**config.mk**
```make
export PLATFORM = sky130hd
export DESIGN_NAME = hack_kbd_decoder_flat
export DESIGN_NICKNAME = d
export VERILOG_FILES = /design/src/rtl/hack_kbd_pkg.sv /design/src/rtl/hack_kbd_decoder_if.sv /design/src/rtl/hack_kbd_decoder_keymap.sv /design/src/rtl/hack_kbd_decoder.sv /design/src/flat_wrapper.sv
export SDC_FILE = /design/constraint.sdc
export NUM_CORES = 1
export LEC_CHECK = 0
export ABC_CLOCK_PERIOD_IN_PS = 8200
export CAP_MARGIN = 30
export CORE_MARGIN = 2
export CORE_UTILIZATION = 25
export CTS_BUF_LIST = sky130_fd_sc_hd__clkbuf_2 sky130_fd_sc_hd__clkbuf_4 sky130_fd_sc_hd__clkbuf_8
export CTS_CLUSTER_SIZE = 10
export DETAILED_ROUTE_END_ITERATION = 8
export HOLD_SLACK_MARGIN = 0.02
export PLACE_DENSITY = 0.5
export SYNTH_ARGS = -nofsm -noshare
export SYNTH_HDL_FRONTEND = slang
export SYNTH_HIERARCHICAL = 1
export SYNTH_SLANG_ARGS = --single-unit
export TNS_END_PERCENT = 1
```
**constraint.sdc**
```tcl
create_clock -name clk -period 8.2 [get_ports clk]
set_clock_uncertainty 0.15 [all_clocks]
set_input_delay 0.82 -clock clk [delete_from_list [all_inputs] [get_ports clk]]
set_output_delay 0.82 -clock clk [all_outputs]
set_load 0.005 [all_outputs]
```
**src/rtl/hack_kbd_pkg.sv**
```systemverilog
// hack_kbd_pkg: Hack special key codes, PS/2 scancode constants and ps2_key field layout
package hack_kbd_pkg;
  localparam logic [7:0] HK_NEWLINE = 8'd128, HK_BACKSPACE = 8'd129, HK_LEFT = 8'd130, HK_UP = 8'd131;
  localparam logic [7:0] HK_RIGHT = 8'd132, HK_DOWN = 8'd133, HK_HOME = 8'd134, HK_END = 8'd135;
  localparam logic [7:0] HK_PGUP = 8'd136, HK_PGDN = 8'd137, HK_INSERT = 8'd138, HK_DELETE = 8'd139;
  localparam logic [7:0] HK_ESC = 8'd140, HK_F1 = 8'd141, HK_F2 = 8'd142, HK_F3 = 8'd143;
  localparam logic [7:0] HK_F4 = 8'd144, HK_F5 = 8'd145, HK_F6 = 8'd146, HK_F7 = 8'd147;
  localparam logic [7:0] HK_F8 = 8'd148, HK_F9 = 8'd149, HK_F10 = 8'd150, HK_F11 = 8'd151, HK_F12 = 8'd152;
  localparam logic [7:0] SC_LSHIFT = 8'h12, SC_RSHIFT = 8'h59, SC_CAPS = 8'h58;
  localparam int PS2_TOGGLE = 10, PS2_MAKE = 9, PS2_EXT = 8;
  typedef struct packed {
    logic       make;
    logic       ext;
    logic [7:0] sc;
  } ps2_ev_t;
endpackage

```
**src/rtl/hack_kbd_decoder_if.sv**
```systemverilog
// hack_kbd_decoder_if: ps2_key event input and Hack keyboard outputs
interface hack_kbd_decoder_if;
  logic [10:0] ps2_key;
  logic [15:0] kbd;
  logic        kbd_strobe;
  logic        shift_o;
  logic        caps_o;
  modport master (output ps2_key, input kbd, kbd_strobe, shift_o, caps_o);
  modport slave (input ps2_key, output kbd, kbd_strobe, shift_o, caps_o);
endinterface

```
**src/rtl/hack_kbd_decoder_keymap.sv**
```systemverilog
// hack_kbd_keymap: combinational PS/2 set-2 scancode to Hack key code table, 0 = unmapped
module hack_kbd_keymap
  import hack_kbd_pkg::*;
(
  input  logic [7:0] sc,
  input  logic       ext,
  input  logic       shift,
  input  logic       caps,
  output logic [7:0] code
);
  logic [7:0] lo, hi;
  always_comb begin
    {lo, hi} = 16'h0000;
    if (ext)
      case (sc)
        8'h6B: lo = HK_LEFT;   8'h75: lo = HK_UP;     8'h74: lo = HK_RIGHT;  8'h72: lo = HK_DOWN;
        8'h6C: lo = HK_HOME;   8'h69: lo = HK_END;    8'h7D: lo = HK_PGUP;   8'h7A: lo = HK_PGDN;
        8'h70: lo = HK_INSERT; 8'h71: lo = HK_DELETE;
        default: lo = 8'h00;
      endcase
    else
      case (sc)
        8'h1C: lo = "a"; 8'h32: lo = "b"; 8'h21: lo = "c"; 8'h23: lo = "d"; 8'h24: lo = "e";
        8'h2B: lo = "f"; 8'h34: lo = "g"; 8'h33: lo = "h"; 8'h43: lo = "i"; 8'h3B: lo = "j";
        8'h42: lo = "k"; 8'h4B: lo = "l"; 8'h3A: lo = "m"; 8'h31: lo = "n"; 8'h44: lo = "o";
        8'h4D: lo = "p"; 8'h15: lo = "q"; 8'h2D: lo = "r"; 8'h1B: lo = "s"; 8'h2C: lo = "t";
        8'h3C: lo = "u"; 8'h2A: lo = "v"; 8'h1D: lo = "w"; 8'h22: lo = "x"; 8'h35: lo = "y";
        8'h1A: lo = "z";
        8'h16: {lo, hi} = "1!"; 8'h1E: {lo, hi} = "2@"; 8'h26: {lo, hi} = "3#"; 8'h25: {lo, hi} = "4$";
        8'h2E: {lo, hi} = "5%"; 8'h36: {lo, hi} = "6^"; 8'h3D: {lo, hi} = "7&"; 8'h3E: {lo, hi} = "8*";
        8'h46: {lo, hi} = "9("; 8'h45: {lo, hi} = "0)";
        8'h0E: {lo, hi} = "`~"; 8'h4E: {lo, hi} = "-_"; 8'h55: {lo, hi} = "=+"; 8'h54: {lo, hi} = "[{";
        8'h5B: {lo, hi} = "]}"; 8'h5D: {lo, hi} = {8'h5C, 8'h7C}; 8'h4C: {lo, hi} = ";:";
        8'h52: {lo, hi} = {8'h27, 8'h22};
        8'h41: {lo, hi} = ",<"; 8'h49: {lo, hi} = ".>"; 8'h4A: {lo, hi} = "/?";
        8'h29: lo = " ";
        8'h5A: lo = HK_NEWLINE; 8'h66: lo = HK_BACKSPACE; 8'h76: lo = HK_ESC;
        8'h05: lo = HK_F1; 8'h06: lo = HK_F2; 8'h04: lo = HK_F3;  8'h0C: lo = HK_F4;
        8'h03: lo = HK_F5; 8'h0B: lo = HK_F6; 8'h83: lo = HK_F7;  8'h0A: lo = HK_F8;
        8'h01: lo = HK_F9; 8'h09: lo = HK_F10; 8'h78: lo = HK_F11; 8'h07: lo = HK_F12;
        default: lo = 8'h00;
      endcase
  end
  assign code = (lo >= "a" && lo <= "z") ? ((shift ^ caps) ? lo - 8'd32 : lo)
                                         : ((shift && hi != 8'h00) ? hi : lo);
endmodule

```
**src/rtl/hack_kbd_decoder.sv**
```systemverilog
// hack_kbd_decoder: turns hps_io ps2_key toggle events into the Hack KBD value with Shift/Caps tracking
module hack_kbd_decoder
  import hack_kbd_pkg::*;
#(
  parameter bit CAPS_ENABLE   = 1'b1,
  parameter bit REPEAT_STROBE = 1'b0
) (
  input logic               clk,
  input logic               reset_n,
  hack_kbd_decoder_if.slave bus
);
  logic       armed, toggle_q, evt_q;
  ps2_ev_t    ev_q;
  logic       lshift, rshift, caps_q, strobe_q;
  logic [7:0] kbd_q, code;
  logic [8:0] held;
  logic       is_l, is_r, is_caps;
  hack_kbd_keymap u_keymap (
    .sc   (ev_q.sc),
    .ext  (ev_q.ext),
    .shift(lshift | rshift),
    .caps (caps_q),
    .code (code)
  );
  // armed keeps the first post-reset sample from comparing against a stale toggle
  always_ff @(posedge clk or negedge reset_n)
    if (!reset_n) begin
      {armed, toggle_q, evt_q} <= 3'b000;
      ev_q <= '0;
    end else begin
      armed    <= 1'b1;
      toggle_q <= bus.ps2_key[PS2_TOGGLE];
      evt_q    <= armed && (bus.ps2_key[PS2_TOGGLE] != toggle_q);
      ev_q     <= '{make: bus.ps2_key[PS2_MAKE], ext: bus.ps2_key[PS2_EXT], sc: bus.ps2_key[7:0]};
    end
  assign is_l    = !ev_q.ext && ev_q.sc == SC_LSHIFT;
  assign is_r    = !ev_q.ext && ev_q.sc == SC_RSHIFT;
  assign is_caps = !ev_q.ext && ev_q.sc == SC_CAPS;
  always_ff @(posedge clk or negedge reset_n)
    if (!reset_n) begin
      {lshift, rshift, caps_q, strobe_q} <= 4'b0000;
      kbd_q <= 8'h00;
      held  <= 9'h000;
    end else begin
      strobe_q <= 1'b0;
      if (evt_q) begin
        if (is_l) lshift <= ev_q.make;
        else if (is_r) rshift <= ev_q.make;
        else if (is_caps) begin
          if (ev_q.make && CAPS_ENABLE) caps_q <= !caps_q;
        end else if (ev_q.make) begin
          if (code != 8'h00 && code != kbd_q) begin
            kbd_q    <= code;
            held     <= {ev_q.ext, ev_q.sc};
            strobe_q <= 1'b1;
          end else if (code != 8'h00) strobe_q <= REPEAT_STROBE;
        end else if ({ev_q.ext, ev_q.sc} == held) begin
          kbd_q    <= 8'h00;
          held     <= 9'h000;
          strobe_q <= kbd_q != 8'h00;
        end
      end
    end
  assign bus.kbd        = {8'h00, kbd_q};
  assign bus.kbd_strobe = strobe_q;
  assign bus.shift_o    = lshift | rshift;
  assign bus.caps_o     = caps_q;
endmodule
```
**src/flat_wrapper.sv**
```systemverilog
// flat-port wrapper written by rule: the top's interface ports become plain ports
module hack_kbd_decoder_flat import hack_kbd_pkg::*;
#(
  parameter bit CAPS_ENABLE   = 1'b1,
  parameter bit REPEAT_STROBE = 1'b0
)
  (clk, reset_n, bus_ps2_key, bus_kbd, bus_kbd_strobe, bus_shift_o, bus_caps_o);
  hack_kbd_decoder_if bus_i ();
  input logic clk;
  input logic reset_n;
  input wire logic [$bits(bus_i.ps2_key)-1:0] bus_ps2_key;
  output wire logic [$bits(bus_i.kbd)-1:0] bus_kbd;
  output wire logic [$bits(bus_i.kbd_strobe)-1:0] bus_kbd_strobe;
  output wire logic [$bits(bus_i.shift_o)-1:0] bus_shift_o;
  output wire logic [$bits(bus_i.caps_o)-1:0] bus_caps_o;
  assign bus_i.ps2_key = bus_ps2_key;
  assign bus_kbd = bus_i.kbd;
  assign bus_kbd_strobe = bus_i.kbd_strobe;
  assign bus_shift_o = bus_i.shift_o;
  assign bus_caps_o = bus_i.caps_o;
  hack_kbd_decoder #(.CAPS_ENABLE(CAPS_ENABLE), .REPEAT_STROBE(REPEAT_STROBE)) u_core (.clk(clk), .reset_n(reset_n), .bus(bus_i));
endmodule
```
==> impl_table.tex <==
\begin{tabular}{lr}
\hline
Metric & Value \\
\hline
\multicolumn{2}{l}{\textbf{Status}} \\
Outcome & completed \\
\multicolumn{2}{l}{\textbf{Setup path}} \\
R2r endpoint & u\_core/kbd\_q[0]\$\_DFFE\_PN0P\_ \\
Critical setup path kind & reg2reg \\
Endpoint kind of the worst setup timing path & register \\
Logic depth of the worst register-to-register path & 14 \\
Launching element of the worst setup path & u\_core/ev\_q[4]\$\_DFF\_PN0\_ \\
Endpoint of the most critical setup path & u\_core/kbd\_q[0]\$\_DFFE\_PN0P\_ \\
Worst setup slack for register-to-register paths & 3.16 ns \\
Startpoint type of the worst setup path & register \\
CP Data Arrival Time & 5.10 ns \\
Launching point of the worst reg2reg path & u\_core/ev\_q[4]\$\_DFF\_PN0\_ \\
Required time of the worst setup path & 8.26 ns \\
Worst Path Max Fanout & 25 \\
\multicolumn{2}{l}{\textbf{Timing}} \\
Fraction of the cycle the final worst path needs & 61.4\% \\
Setup total negative slack & 0 ns \\
Slew at the pin with the worst max-slew slack & 1.04 ns \\
Hold Violations, Final & 0 \\
Setup repair after global routing missed its margin & no \\
Endpoints failing setup & 0 \\
Worst slew margin & 30.4\% \\
Worst-case hold slack & 0.311 ns \\
Final slew viol count & 0 \\
Post-route setup slack & 3.16 ns \\
Minimum period implied by the final worst setup slack & 5.04 ns \\
Highest clock frequency the design can meet & 199 MHz \\
\multicolumn{2}{l}{\textbf{Route}} \\
DRC errors left & 0 \\
First-iteration detailed-routing DRC count & 347 \\
Vias after detailed routing & 3,462 \\
Routed length per instance & 19.0 um \\
DR vias/cell & 5.93 \\
Final ANT Viol Nets & 0 \\
Number of detailed-route iterations in the first pass & 7 \\
Wire length reported by the detailed router & 11,100 um \\
\multicolumn{2}{l}{\textbf{Synthesis}} \\
Most common flop cell mapped by yosys & sky130\_fd\_sc\_hd\_\_dfrtp\_1 \\
Number of register bits inferred by synthesis & 34 \\
Gate Count Post-Synth & 408 \\
Yosys top cell area share & 24.9\% \\
Distinct cell type count after synthesis & 85 \\
Async S/R FF share, synth & 100\% \\
Register area share after synthesis & 24.9\% \\
Largest cells by area after synthesis & sky130\_fd\_sc\_hd\_\_dfrtp\_1, sky130\_fd\_sc\_hd\_\_a22o\_1, sky130\_fd\_sc\_hd\_\_xnor2\_1, sky130\_fd\_sc\_hd\_\_xor2\_1, sky130\_fd\_sc\_hd\_\_a21oi\_1 \\
Library cell with the largest summed area after synthesis & sky130\_fd\_sc\_hd\_\_dfrtp\_1 \\
Mean area per synthesized cell & 8.38 sq um \\
Number of synthesized flops with an enable pin & 0 \\
Netlist Area Pre-Place & 3420 sq um \\
Warnings from Yosys & 6 \\
\multicolumn{2}{l}{\textbf{Floorplan}} \\
Die width & 121 um \\
Core area & 13,300 sq um \\
Initial Util & 25.7\% \\
Number of primary I/O pins & 32 \\
Placement row count & 42 \\
Vertical die dimension & 121 um \\
Die Outline Area & 14,600 sq um \\
\multicolumn{2}{l}{\textbf{Pwr}} \\
Total power density per cell area & 147 nW/um\^{}2 \\
Leak & 1.37 nW \\
Worst VDD drop & 0.000147 V \\
\multicolumn{2}{l}{\textbf{Clock network}} \\
Total of hold buffers inserted after clock tree synthesis & 0 \\
Sinks on the clock net & 34 \\
Latest clock arrival within the worst-skew pair & 0.28 ns \\
CTS tree & done \\
Number of setup buffers added after CTS & 0 \\
Max clock buf depth & 2 \\
CTS clock-pin slew for the worst setup and hold paths & 0.06 ns \\
CTS Root Cell & sky130\_fd\_sc\_hd\_\_clkbuf\_8 \\
Number of instances resized during post-cts repair & 0 \\
H-tree Lvls & 2 \\
Num CTS Buffers & 5 \\
\multicolumn{2}{l}{\textbf{Layout}} \\
Count of fill cells added during filler insertion & 1,445 \\
Net total in the final layout & 423 \\
Post-route standard cell area excluding fillers & 3770 sq um \\
Share of cells above drive strength 1 & 9.56\% \\
Number of antenna repair diodes & 0 \\
Layout overhead on the synthesized area & 10.2\% \\
\multicolumn{2}{l}{\textbf{Placement}} \\
Number of input and output port buffers inserted & 23 \\
Worst setup slack after placement & 3.26 ns \\
Area of placed instances & 3690 sq um \\
Post-detailed-placement half-perimeter wirelength & 7630 um \\
GP Congestion & 0.990 \\
\multicolumn{2}{l}{\textbf{Global route}} \\
Maximum number of pins on one net before global-route repair & 58 \\
Combined global-route utilization of all metal layers & 15.2\% \\
Global-route congestion overflow total & 0 \\
Wire length of the first global-routing pass & 17,900 um \\
Number of global-route vias before repair & 3,319 \\
Antenna violations before repair & 0 \\
\multicolumn{2}{l}{\textbf{Worst hold path}} \\
Kind of path behind the tightest hold check & reg2reg \\
\multicolumn{2}{l}{\textbf{Job}} \\
Count of max-cap constraint violations & 0 \\
\hline
\end{tabular}
-- worst max-delay path, stage by stage, from the launching register on --
cell	delay, ns
sky130_fd_sc_hd__dfrtp_1	0.74
sky130_fd_sc_hd__buf_4	0.39
sky130_fd_sc_hd__or4bb_1	0.68
sky130_fd_sc_hd__o22ai_1	0.23
sky130_fd_sc_hd__a221o_1	0.27
sky130_fd_sc_hd__a21oi_1	0.10
sky130_fd_sc_hd__o211ai_1	0.14
sky130_fd_sc_hd__and3_1	0.46
sky130_fd_sc_hd__o211ai_1	0.20
sky130_fd_sc_hd__o21a_1	0.21
sky130_fd_sc_hd__or4_1	0.52
sky130_fd_sc_hd__o21ai_1	0.17
sky130_fd_sc_hd__a21oi_2	0.09
sky130_fd_sc_hd__o21bai_4	0.39
sky130_fd_sc_hd__a22o_1	0.20
-- where the power goes --
group / internal (mW) / switching [mW] / leakage, nW
sequential: 0.202 / 0.0337 / 0.429
clock: 0.0646 / 0.0526 / 0.0431
combinational: 0.0986 / 0.103 / 0.901
total: 0.366 / 0.190 / 1.37
-- registers in the layout, indices dropped and copies added (netlist names) --
name                   flops
u_core/held                9
u_core/rshift              1
u_core/bus.kbd_strobe      1
u_core/ev_q               10
u_core/armed               1
u_core/toggle_q            1
u_core/lshift              1
u_core/kbd_q               8
u_core/bus.caps_o          1
u_core/evt_q               1
-- worst min-delay path by stage --
stage                                start                endpoint  depth (start not counted)
detailed placement  u_core/armed$_DFF_PN0_  u_core/evt_q$_DFF_PN0_                          1
global route        u_core/armed$_DFF_PN0_  u_core/evt_q$_DFF_PN0_                          1
CTS                 u_core/armed$_DFF_PN0_  u_core/evt_q$_DFF_PN0_                          1
finish              u_core/armed$_DFF_PN0_  u_core/evt_q$_DFF_PN0_                          1
floorplan           u_core/armed$_DFF_PN0_  u_core/evt_q$_DFF_PN0_                          1
global placement    u_core/armed$_DFF_PN0_  u_core/evt_q$_DFF_PN0_                          1
-- cell usage after synthesis (all sizes together), types with 6 or more instances --
cell,count
nor4,15
or4,7
nand2b,9
a21oi,23
xor2,12
o22ai,11
dfrtp,34
buf,39
nand2,12
nor4b,6
nand4,7
nor3,13
clkbuf,6
nor2,24
xnor2,12
nand3,17
o211ai,7
a22o,15
inv,6
nor2b,9
o21ai,23
-- cells in the final DEF (no fill, tap or decap), types with 5 or more instances in the layout --
cell | synthesis | routed
sky130_fd_sc_hd__a21oi_1 | 20 | 20
sky130_fd_sc_hd__a22o_1 | 15 | 15
sky130_fd_sc_hd__a22oi_1 | 5 | 5
sky130_fd_sc_hd__buf_4 | 11 | 9
sky130_fd_sc_hd__clkbuf_8 | 0 | 6
sky130_fd_sc_hd__clkdlybuf4s50_1 | 0 | 23
sky130_fd_sc_hd__conb_1 | 2 | 9
sky130_fd_sc_hd__dfrtp_1 | 34 | 34
sky130_fd_sc_hd__nand2_1 | 12 | 12
sky130_fd_sc_hd__nand2b_1 | 9 | 9
sky130_fd_sc_hd__nand3_1 | 17 | 17
sky130_fd_sc_hd__nand4_1 | 7 | 7
sky130_fd_sc_hd__nor2_1 | 23 | 23
sky130_fd_sc_hd__nor2b_1 | 8 | 8
sky130_fd_sc_hd__nor3_1 | 11 | 11
sky130_fd_sc_hd__nor3b_1 | 5 | 5
sky130_fd_sc_hd__nor4_1 | 13 | 13
sky130_fd_sc_hd__o211ai_1 | 7 | 7
sky130_fd_sc_hd__o21a_1 | 5 | 5
sky130_fd_sc_hd__o21ai_0 | 19 | 19
sky130_fd_sc_hd__o22ai_1 | 11 | 11
sky130_fd_sc_hd__or4_1 | 5 | 5
sky130_fd_sc_hd__xnor2_1 | 12 | 12
sky130_fd_sc_hd__xor2_1 | 12 | 12
-- per-layer routing --
| layer | wire, um | up-vias | track usage [%] |
|---|---|---|---|
| met4 | 494 | 0 | 8.14 |
| met1 | 4890 | 1654 | 20.9 |
| li1 | - | 1560 | - |
| met3 | 847 | 41 | 2.40 |
| met5 | 0 | - | 0 |
| met2 | 4850 | 207 | 22.8 |
-- cell type report --
cell class	count	area, sq um	share of cell area (%)
Multi-Input combinational cell	330	2290	60.9
Sequential cell	34	851	22.6
Timing Repair Buffer	32	298	7.90
Tap cell	176	220	5.84
Clock buffer	6	82.6	2.19
Inverter	6	22.5	0.598
-- cells by family after synthesis --
kind of cell             synth area share [%]
multiplexers                             1.54
other                                   0.220
AO/OA/AOI/OAI                            27.9
flip-flops                               24.9
buffers and inverters                    8.81
AND/OR/NAND/NOR                          30.1
adder cells (fa/ha/maj)                 0.366
XOR/XNOR                                 6.14
-- per-stage QoR --
stage | utilization [%] | std cells | power, mW
global placement | 27.7 | 577 | 0.439
floorplan | - | 415 | 0.377
global route | 28.3 | 584 | 0.590
detailed placement | 27.7 | 578 | 0.437
finish | 28.3 | 584 | 0.555
CTS | 28.3 | 584 | 0.559
Note: power is estimated with default switching activity, not from simulation.
